### config.mk
export PLATFORM = sky130hd
export DESIGN_NAME = star_scroll_ctrl
export DESIGN_NICKNAME = d
export VERILOG_FILES = /design/src/rtl/star_scroll_ctrl.sv
export SDC_FILE = /design/constraint.sdc
export NUM_CORES = 1
export LEC_CHECK = 0
export CAP_MARGIN = 20
export CORE_ASPECT_RATIO = 1.1
export CORE_MARGIN = 5
export CORE_UTILIZATION = 59
export CTS_CLUSTER_DIAMETER = 80
export DETAILED_ROUTE_END_ITERATION = 8
export GPL_TIMING_DRIVEN = 0
export PLACE_DENSITY = 0.9
export SLEW_MARGIN = 30
export SYNTH_ARGS = -nofsm -noshare
export SYNTH_HDL_FRONTEND = slang
export SYNTH_SLANG_ARGS = --single-unit
### constraint.sdc
create_clock -name pixel_clk -period 4.4 [get_ports pixel_clk]
set_clock_uncertainty 0.05 [all_clocks]
set_input_delay 0.66 -clock pixel_clk [delete_from_list [all_inputs] [get_ports pixel_clk]]
set_output_delay 0.66 -clock pixel_clk [all_outputs]
set_load 0.01 [all_outputs]
### src/rtl/star_scroll_ctrl.sv
// Frame-level scheduler for the starfield layer: scroll strobes, warp-speed ramps,
// pause freezing and the reseed handshake with the star generator.
`timescale 1ns/1ps
module star_scroll_ctrl #(
  parameter int WARP_MULT   = 4,
  parameter int RAMP_FRAMES = 8,
  parameter int HOLD_FRAMES = 120,
  parameter int FCNT_W      = 16
) (
  input  logic              pixel_clk,
  input  logic              rst,
  input  logic              fsync,
  input  logic [1:0]        game_state,
  input  logic              warp_req,
  input  logic              reseed_ack,
  output logic              scroll_en,
  output logic [2:0]        speed_mult,
  output logic              reseed_req,
  output logic              warp_active,
  output logic [FCNT_W-1:0] frame_cnt
);

  localparam int RAMP_W = $clog2(RAMP_FRAMES + 1);
  localparam int HOLD_W = $clog2(HOLD_FRAMES + 1);

  localparam logic [1:0] GS_TITLE   = 2'd0;
  localparam logic [1:0] GS_PLAYING = 2'd1;
  localparam logic [1:0] GS_PAUSED  = 2'd2;
  localparam logic [1:0] GS_OVER    = 2'd3;

  localparam logic [2:0]        MULT_MAX  = 3'(WARP_MULT);
  localparam logic [RAMP_W-1:0] RAMP_LAST = RAMP_W'(RAMP_FRAMES);
  localparam logic [HOLD_W-1:0] HOLD_LAST = HOLD_W'(HOLD_FRAMES);

  typedef enum logic [2:0] {
    S_RESEED, S_RUN, S_WARP_UP, S_WARP_HOLD, S_WARP_DOWN, S_FROZEN
  } state_t;

  state_t              state_q, state_d, ret_q, ret_d;
  logic [1:0]          prev_gs_q;
  logic [RAMP_W-1:0]   ramp_q, ramp_d, ramp_inc;
  logic [HOLD_W-1:0]   hold_q, hold_d, hold_inc;
  logic [2:0]          mult_q, mult_d;
  logic                warp_q, warp_d;
  logic                scroll_q, scroll_d;
  logic                reseed_q;
  logic [FCNT_W-1:0]   fcnt_q, fcnt_d;
  logic                restart, paused;

  assign ramp_inc = ramp_q + RAMP_W'(1);
  assign hold_inc = hold_q + HOLD_W'(1);
  assign restart  = (prev_gs_q == GS_OVER) && (game_state == GS_TITLE);
  assign paused   = (game_state == GS_PAUSED);

  always_comb begin
    state_d  = state_q;
    ret_d    = ret_q;
    ramp_d   = ramp_q;
    hold_d   = hold_q;
    mult_d   = mult_q;
    warp_d   = warp_q;
    fcnt_d   = fcnt_q;
    scroll_d = 1'b0;
    if (restart) begin
      state_d = S_RESEED;
      mult_d  = 3'd1;
      warp_d  = 1'b0;
      ramp_d  = '0;
      hold_d  = '0;
    end else begin
      case (state_q)
        S_RESEED: begin
          if (reseed_ack) begin
            state_d = paused ? S_FROZEN : S_RUN;
            ret_d   = S_RUN;
          end
        end
        S_FROZEN: begin
          if (!paused) state_d = ret_q;
        end
        default: begin
          if (paused) begin
            state_d = S_FROZEN;
            ret_d   = state_q;
          end else begin
            if (fsync) begin
              scroll_d = 1'b1;
              fcnt_d   = fcnt_q + FCNT_W'(1);
              case (state_q)
                S_WARP_UP: begin
                  if (ramp_inc == RAMP_LAST) begin
                    ramp_d = '0;
                    mult_d = (mult_q < MULT_MAX) ? mult_q + 3'd1 : mult_q;
                    if (mult_d >= MULT_MAX) begin
                      state_d = S_WARP_HOLD;
                      hold_d  = '0;
                    end
                  end else begin
                    ramp_d = ramp_inc;
                  end
                end
                S_WARP_HOLD: begin
                  hold_d = hold_inc;
                  if (hold_inc == HOLD_LAST) begin
                    state_d = S_WARP_DOWN;
                    ramp_d  = '0;
                  end
                end
                S_WARP_DOWN: begin
                  if (ramp_inc == RAMP_LAST) begin
                    ramp_d = '0;
                    mult_d = (mult_q > 3'd1) ? mult_q - 3'd1 : mult_q;
                    if (mult_d <= 3'd1) begin
                      state_d = S_RUN;
                      warp_d  = 1'b0;
                    end
                  end else begin
                    ramp_d = ramp_inc;
                  end
                end
                default: ;
              endcase
            end
            // Warp requests only start a ramp from plain RUN; elsewhere they are dropped.
            if (state_q == S_RUN && warp_req && game_state == GS_PLAYING) begin
              state_d = S_WARP_UP;
              ramp_d  = '0;
              warp_d  = 1'b1;
            end
          end
        end
      endcase
    end
  end

  always_ff @(posedge pixel_clk) begin
    if (rst) begin
      state_q   <= S_RESEED;
      ret_q     <= S_RUN;
      prev_gs_q <= GS_TITLE;
      ramp_q    <= '0;
      hold_q    <= '0;
      mult_q    <= 3'd1;
      warp_q    <= 1'b0;
      scroll_q  <= 1'b0;
      reseed_q  <= 1'b1;
      fcnt_q    <= '0;
    end else begin
      state_q   <= state_d;
      ret_q     <= ret_d;
      prev_gs_q <= game_state;
      ramp_q    <= ramp_d;
      hold_q    <= hold_d;
      mult_q    <= mult_d;
      warp_q    <= warp_d;
      scroll_q  <= scroll_d;
      reseed_q  <= (state_d == S_RESEED);
      fcnt_q    <= fcnt_d;
    end
  end

  assign scroll_en   = scroll_q;
  assign speed_mult  = mult_q;
  assign reseed_req  = reseed_q;
  assign warp_active = warp_q;
  assign frame_cnt   = fcnt_q;

endmodule
Yosys cells after proc, flatten, opt, wreduce, memory -nomap -nowiden --
Cells that the tools add are included.
Storage, ports and cells: bits in registers 41, latch bits 0, bits in writable memories 0, ROM bits 0, bits of input ports 7, output and inout bits 22, memories kept 0
Cells by class: $add $sub $neg 5, multiply operators 0, div/mod/pow operators 0, magnitude comparators 4, equal/unequal tests 15, shifts and indexed selects 0, muxes and demuxes 35, bitwise operators 4, reduce and logical (&&, ||, !) cells 23
Operators with widths (count):
- $mux W3 | 17
- $pmux W3 S2 | 3
- $reduce_and A6 Y1 | 3
- $add A16 B1 Y16 const B | 1
- $mux W4 | 4
- $mux W7 | 2
- $pmux W7 S2 | 1
- $reduce_bool A2 Y1 | 6
- $pmux W3 S3 | 1
- $ne A2 B2 Y1 const B | 4
- $pmux W4 S2 | 1
- $add A7 B1 Y7 const B | 1
- $eq A7 B7 Y1 const B | 1
- $eq A3 B2 Y1 const B | 2
- $eq A3 B3 Y1 const B | 2
- $logic_not A3 Y1 | 2
- $mux W1 | 6
- $reduce_or A2 Y1 | 3
- $reduce_and A5 Y1 | 1
- $reduce_or A5 Y1 | 1
- $add A4 B1 Y4 const B | 1
- $eq A2 B2 Y1 const B | 2
- $eq A4 B4 Y1 const B | 1
- $not A1 Y1 | 4
- 14 further kinds | 16

Depth between registers and ports, before layout --
Gate-level depths: netlist (run 1).
depth in word-level cells 12, depth in mapped cells 8, gate-level depth less buffers 8

Worst setup path after synthesis (run 1) --
No wires, ideal clock.
kind input -> register, start point input port game_state[1], end point register fcnt_q[15] (netlist: frame_cnt[15]), arrival time 2.090 ns, required time 4.222 ns, setup slack 2.132 ns, stages 8, path buffers 2, cell sequence nor2b_1 > buf_6 > a2111o_1 > buf_6 > nor4_4 > nand4_1 > xor2_1 > nor2_1
Between the ends: cells in the longest elaborated chain, start to end 4, elaborated cells between the ends (all ways) 6, classes of those cells 1 x eq/ne; 2 x bitwise; 3 x reduce/logical
Ends and longest elaborated chain:
- from (decl) | RTL line 13 | input logic [1:0] game_state,
- $logic_not A2 Y1 | RTL line 52 | assign restart = (prev_gs_q == GS_OVER) && (game_state == GS_TITLE);
- $logic_and A1 B1 Y1 | RTL line 52
- $not A1 Y1 (no source line)
- $reduce_and A4 Y1 (no source line) (*)
- to (signal assigned) | RTL line 158 | fcnt_q <= fcnt_d;
- to (decl) | RTL line 47 | logic [FCNT_W-1:0] fcnt_q, fcnt_d;
Mark *: on every way between the ends. The rest lies on a longest branch, timed or not. A chain may end at the register's enable or synchronous reset.

Worst setup path in the final report (run 1) --
Ends and elaborated chain as after synthesis.

==> flow_metrics.py, run 1 <==
metrics = {
    "status": {
        "status": "completed",
    },
    "placed_design": {
        "place_inst": 358,
        "portBuffers": 28,
        "routabilityCongestion": 0.9148,
        "hpwl_um": 3729,
        "postPlaceCellArea_um2": 2589,
    },
    "synthesis": {
        "synth_edf_count": 0,
        "syn_nets": 293,
        "async_flop_share_pct": 0,
        "yosysMostFrequentCell": "nor2_1",
        "synth_ff_type": "dfxtp_1",
        "ys_top_cells_by_count": "nor2_1 (44), dfxtp_1 (41), a21oi_1 (22)",
        "synth.largest_area_cell": "dfxtp_1",
        "synth-seq-area-share_pct": 36.55,
        "yosys_warnings": 0,
        "syn_avg_cell_area_um2": 8.021,
        "syn_inst": 280,
        "ys_seq_elements": 41,
        "synth_top_area_share_pct": 36.55,
        "yosys-top-cells-area": "dfxtp_1 (37%), nor2_1 (7.4%), a21oi_1 (4.9%)",
        "synth.distinct_cells": 51,
        "syn_area_um2": 2246,
    },
    "setup_path": {
        "critPathLaunch": "game_state[1]",
        "slowest_delay_ps": 480,
        "crit_path_cell_trace": "clkdlybuf4s50_1 -> nor2b_1 -> buf_6 -> a2111o_1 -> buf_6 -> nor4_4 -> nand4_1 -> xor2_1 -> nor2_1",
        "crit_path_end_kind": "flop",
        "worstPathRequired_ps": 4520,
        "rr_worst_depth": 8,
        "endpoint": "frame_cnt[15]$_SDFFE_PP0P_",
        "critPathMostFrequentCell": "buf_6",
        "crit_arrival_ps": 2760,
        "startpoint_type": "input port",
        "cp_max_fo": 10,
        "reg2reg_slack_ps": 2280,
        "cp_slowest_cell": "clkdlybuf4s50_1",
        "r2r-start": "speed_mult[1]$_SDFFE_PP0P_",
        "r2r_end": "reseed_req$_SDFF_PP1_",
        "crit_type": "input port to flop",
    },
    "clock_tree": {
        "htree_levels": 2,
        "cts_root_buffer": "clkbuf_8",
        "cts_inserted_buffers": 5,
        "clockBufferDepth": 2,
        "cts.clk_slew.worst_paths_ps": 70,
        "clk_latency_ps": 290,
        "postCtsSetupBuffers": 0,
        "cts_resized": 0,
        "holdBufCountCts": 0,
        "cts_sinks": 41,
        "tritoncts": "done",
    },
    "finish": {
        "area_growth_pct": 19.28,
        "fin_nets": 328,
        "finalNonFillerCells": 365,
        "final_cell_area_um2": 2679,
        "diodes": 0,
        "drive_gt1_share_pct": 6.032,
    },
    "routing": {
        "viasPerCell": 5.951,
        "dr.first_iter.drc_count": 163,
        "routed_wl_um": 5216,
        "wl_per_cell_um": 14.29,
        "drc": 0,
        "firstDrtPassIters": 5,
        "drtAntennaViolNets": 0,
        "detailroute.via_count": 2172,
    },
    "sta": {
        "tns_ps": 0,
        "fmax_mhz": 379.3,
        "maxSlewHeadroom_pct": 59.92,
        "fin_crit_ps": 2637,
        "finalHoldViolCount": 0,
        "tightest_slew_ps": 599.0,
        "period_share_pct": 59.92,
        "rsz0062_at_grt": "no",
        "drv_slew": 0,
        "setup_viol": 0,
    },
    "job": {
        "drv_cap": 0,
    },
    "floorplanning": {
        "die_h_um": 74.71,
        "rows": 23,
        "pin_count": 29,
        "floorplan.initialDensity_pct": 61.45,
        "dieArea_um2": 5142,
        "coreArea_um2": 3655,
        "fp.dieW_um": 68.83,
    },
    "global_route": {
        "grt_max_degree": 13,
        "track_usage_pct": 22.20,
        "grt_pass1_wl_um": 8914,
        "grt_pass1_vias": 2094,
        "antenna_found_initial": 0,
        "gr-total-overflow": 0,
    },
    "power": {
        "p_leak_uw": 0.001017,
        "power.density_nw_per_um2": 274.0,
        "ir_worst_vdd_mv": 0.2277,
    },
    "worst_hold_path": {
        "hp-class": "flop to flop",
        "min_from": "warp_active$_SDFFE_PP0P_",
    },
}
## sequential cells by signal, indices dropped and copies added, names as in the netlist
name,count
prev_gs_q,2
warp_active,1
frame_cnt,16
state_q,3
scroll_en,1
hold_q,7
ramp_q,4
ret_q,3
speed_mult,3
reseed_req,1
## worst min path at each step
stage / end / slack (ps) / depth (start not counted)
finish: warp_active$_SDFFE_PP0P_ / 410 / 2
global placement: warp_active$_SDFFE_PP0P_ / 400 / 2
CTS: warp_active$_SDFFE_PP0P_ / 420 / 2
global route: warp_active$_SDFFE_PP0P_ / 440 / 2
floorplan: hold_q[6]$_SDFFE_PP0P_ / 380 / 1
detailed placement: warp_active$_SDFFE_PP0P_ / 400 / 2
## worst max-delay path: cells and delay by family
family                 cells  cell delay, ps
AO/OA/AOI/OAI              1             400
AND/OR/NAND/NOR            4             760
buffers and inverters      3             770
XOR/XNOR                   1             160
## cell type report
| cell class | count | area, µm² |
|---|---|---|
| Timing Repair Buffer | 28 | 280.3 |
| Multi-Input combinational cell | 217 | 1320 |
| Fill cell | 301 | 975.9 |
| Clock inverter | 1 | 7.507 |
| Buffer | 10 | 60.06 |
| Tap cell | 50 | 62.56 |
| Sequential cell | 41 | 820.8 |
| Inverter | 12 | 45.04 |
| Clock buffer | 6 | 82.58 |
## layout by cell type, fill, tap and decap left out, types with 7 or more instances in the layout
cell             Yosys  layout
nand2_1             19      19
clkdlybuf4s50_1      0      28
xor2_1               8       8
o21ai_0             16      16
nor2_1              44      44
dfxtp_1             41      41
inv_1               12      12
nand4_1              8       8
nand3_1             10      10
a31oi_1              7       7
a21oi_1             22      22
## where the power goes
group          leakage, µW  switching [µW]  internal (µW)
Combinational     0.000642            55.6           40.1
Sequential        0.000332            5.43            379
Clock            0.0000433             130            124
Total              0.00102             191            543
## through the flow
stage          hold WS, ps  utilization [%]  worst slack, ps  total power (µW)
2_1_floorplan        380.7                -             2132             456.0
3_5_place_dp         401.2            70.83             1464             486.2
6_report             410.2            73.30             1763             733.9
4_1_cts              415.1            73.30             1756             736.6
5_1_grt              444.0            73.30             1602             764.0
3_3_place_gp         398.2            70.83             1477             484.7
## logic make-up after synthesis
group                    after synthesis  share of synthesized area (%)
AND/OR/NAND/NOR                      125                          29.42
AO/OA/AOI/OAI                         69                          19.22
flip-flops                            41                          36.55
buffers and inverters                 22                          4.679
XOR/XNOR                              14                          5.460
adder cells (fa/ha/maj)                7                          3.788
multiplexers                           2                         0.8914
## routing by layer
metal	share of wire [%]	vias up	track usage, %	wire [µm]
li1	-	1069	-	-
met3	7.0	13	6.567	365
met1	42	1013	25.90	2184
met4	2.1	0	8.874	109
met2	49	77	37.86	2557
met5	0	-	0	0
Note: power is estimated with default switching activity, not from simulation.
==> run 2, diff against run 1 <==
CORE_UTILIZATION = 55   (was 59)
PLACE_DENSITY = 0.85   (was 0.9)
clock period = 2.6 ns   (was 4.4 ns; I/O delays follow)
==> flow_metrics.py, run 2 (synthesized netlist as in run 1, its figures left out) <==
metrics = {
    "setup_path": {
        "r2r-start": "state_q[2]$_SDFF_PP0_",
        "critPathLaunch": "game_state[1]",
        "crit_path_end_kind": "flop",
        "rr_worst_depth": 8,
        "endpoint": "frame_cnt[9]$_SDFFE_PP0P_",
        "startpoint_type": "input port",
        "worstPathRequired_ps": 2740,
        "cp_max_fo": 10,
        "crit_type": "input port to flop",
        "r2r_end": "frame_cnt[9]$_SDFFE_PP0P_",
        "crit_arrival_ps": 2540,
        "reg2reg_slack_ps": 470,
    },
    "floorplanning": {
        "dieArea_um2": 5463,
        "floorplan.initialDensity_pct": 56.66,
        "rows": 24,
        "pin_count": 29,
        "die_h_um": 77.02,
        "fp.dieW_um": 70.93,
        "coreArea_um2": 3964,
    },
    "status": {
        "status": "completed",
    },
    "routing": {
        "drc": 0,
        "dr.first_iter.drc_count": 131,
        "firstDrtPassIters": 4,
        "wl_per_cell_um": 13.66,
        "drtAntennaViolNets": 0,
        "detailroute.via_count": 2123,
        "viasPerCell": 5.769,
        "routed_wl_um": 5028,
    },
    "sta": {
        "tightest_slew_ps": 662.7,
        "finalHoldViolCount": 0,
        "maxSlewHeadroom_pct": 55.65,
        "fmax_mhz": 416.7,
        "fin_crit_ps": 2400,
        "tns_ps": 0,
        "drv_slew": 0,
        "setup_viol": 0,
        "period_share_pct": 92.31,
        "fin_hold_ws_ps": 426.0,
        "rsz0062_at_grt": "no",
    },
    "global_route": {
        "grt_pass1_vias": 1960,
        "antenna_found_initial": 0,
        "grt_pass1_wl_um": 8562,
        "gr-total-overflow": 0,
        "track_usage_pct": 19.14,
        "grt_max_degree": 15,
    },
    "clock_tree": {
        "postCtsSetupBuffers": 0,
        "tritoncts": "done",
        "clk_latency_ps": 300,
        "cts_root_buffer": "clkbuf_8",
        "htree_levels": 2,
        "holdBufCountCts": 0,
        "cts_sinks": 41,
        "clockBufferDepth": 2,
        "cts_resized": 0,
        "cts_inserted_buffers": 5,
        "cts.clk_slew.worst_paths_ps": 80,
    },
    "finish": {
        "area_growth_pct": 20.50,
        "largest_reg_flops": 16,
        "seqCellArea_um2": 820.8,
        "drive_gt1_share_pct": 6.329,
        "final_cell_mix": "nor2_1 (44), dfxtp_1 (41), clkdlybuf4s50_1 (28), a21oi_1 (22), nand2_1 (19)",
        "finalNonFillerCells": 368,
        "fin_nets": 328,
        "mostFrequentLayoutCell": "nor2_1",
        "n_fill_cell": 338,
        "diodes": 0,
        "multiInputGateArea_um2": 1320,
    },
    "power": {
        "p_leak_uw": 0.001028,
        "switching_share_pct": 25.46,
        "p_comb_share_pct": 12.0,
        "power_frac_clock_pct": 39.3,
        "ir_worst_vdd_mv": 0.3743,
        "p_switching_uw": 340.3,
        "p_seq_share_pct": 48.7,
        "power.density_nw_per_um2": 493.9,
        "p_int_uw": 996.4,
    },
    "worst_hold_path": {
        "hp-class": "flop to flop",
    },
    "placed_design": {
        "place_inst": 360,
        "portBuffers": 28,
        "routabilityCongestion": 0.8702,
        "hpwl_um": 3605,
    },
    "job": {
        "drv_cap": 0,
    },
}
[run 2: changes by cell type in the layout (fill, tap and decap cells not counted)]
cell       change
bufinv_16      +1
clkbuf_8       -1
clkinv_4       +1
[run 2: final cells by class]
type / instances / share of cell area [%]
Buffer: 10 / 2.219
Sequential cell: 41 / 30.33
Clock inverter: 3 / 1.711
Tap cell: 52 / 2.404
Multi-Input combinational cell: 217 / 48.77
Timing Repair Buffer: 28 / 10.36
Inverter: 12 / 1.664
Clock buffer: 5 / 2.543
[run 2: worst max-delay path: stages]
cell,delay (ps)
clkdlybuf4s50_1,500
nor2b_1,180
buf_6,140
a2111o_1,400
buf_6,150
nor4_4,390
nand3_1,150
xor2_1,170
nor2_1,50
[run 2: worst min path at each step]
stage	startpoint	endpoint	slack (ps)	depth (start not counted)
detailed placement	hold_q[6]$_SDFFE_PP0P_	hold_q[6]$_SDFFE_PP0P_	410	1
floorplan	hold_q[6]$_SDFFE_PP0P_	hold_q[6]$_SDFFE_PP0P_	380	1
finish	hold_q[6]$_SDFFE_PP0P_	hold_q[6]$_SDFFE_PP0P_	430	1
CTS	hold_q[6]$_SDFFE_PP0P_	hold_q[6]$_SDFFE_PP0P_	430	1
global placement	hold_q[6]$_SDFFE_PP0P_	hold_q[6]$_SDFFE_PP0P_	410	1
global route	hold_q[5]$_SDFFE_PP0P_	hold_q[5]$_SDFFE_PP0P_	460	1
[run 2: power by group through the flow]
stage / clock network (µW) / logic [µW] / registers [µW]
6_report: 526 / 160 / 651
5_1_grt: 558 / 174 / 652
4_1_cts: 540 / 158 / 651
3_5_place_dp: 0 / 158 / 665
3_3_place_gp: 0 / 156 / 665
2_1_floorplan: 0 / 105 / 667
[run 2: metrics by stage]
step / total power (µW) / cell area (µm²) / setup slack (ps) / util, %
2_1_floorplan: 771.7 / 2246 / 602.1 / -
3_3_place_gp: 821.0 / 2591 / -49.72 / 65.37
3_5_place_dp: 823.6 / 2591 / -95.47 / 65.37
4_1_cts: 1349 / 2706 / 220.7 / 68.28
5_1_grt: 1384 / 2706 / 124.7 / 68.28
6_report: 1337 / 2706 / 200.0 / 68.28
[run 2: metal layers]
metal	track usage (%)	routed length, µm
met1	23.53	2259
met4	9.586	87
met3	3.399	254
met2	31.73	2427
met5	0	0
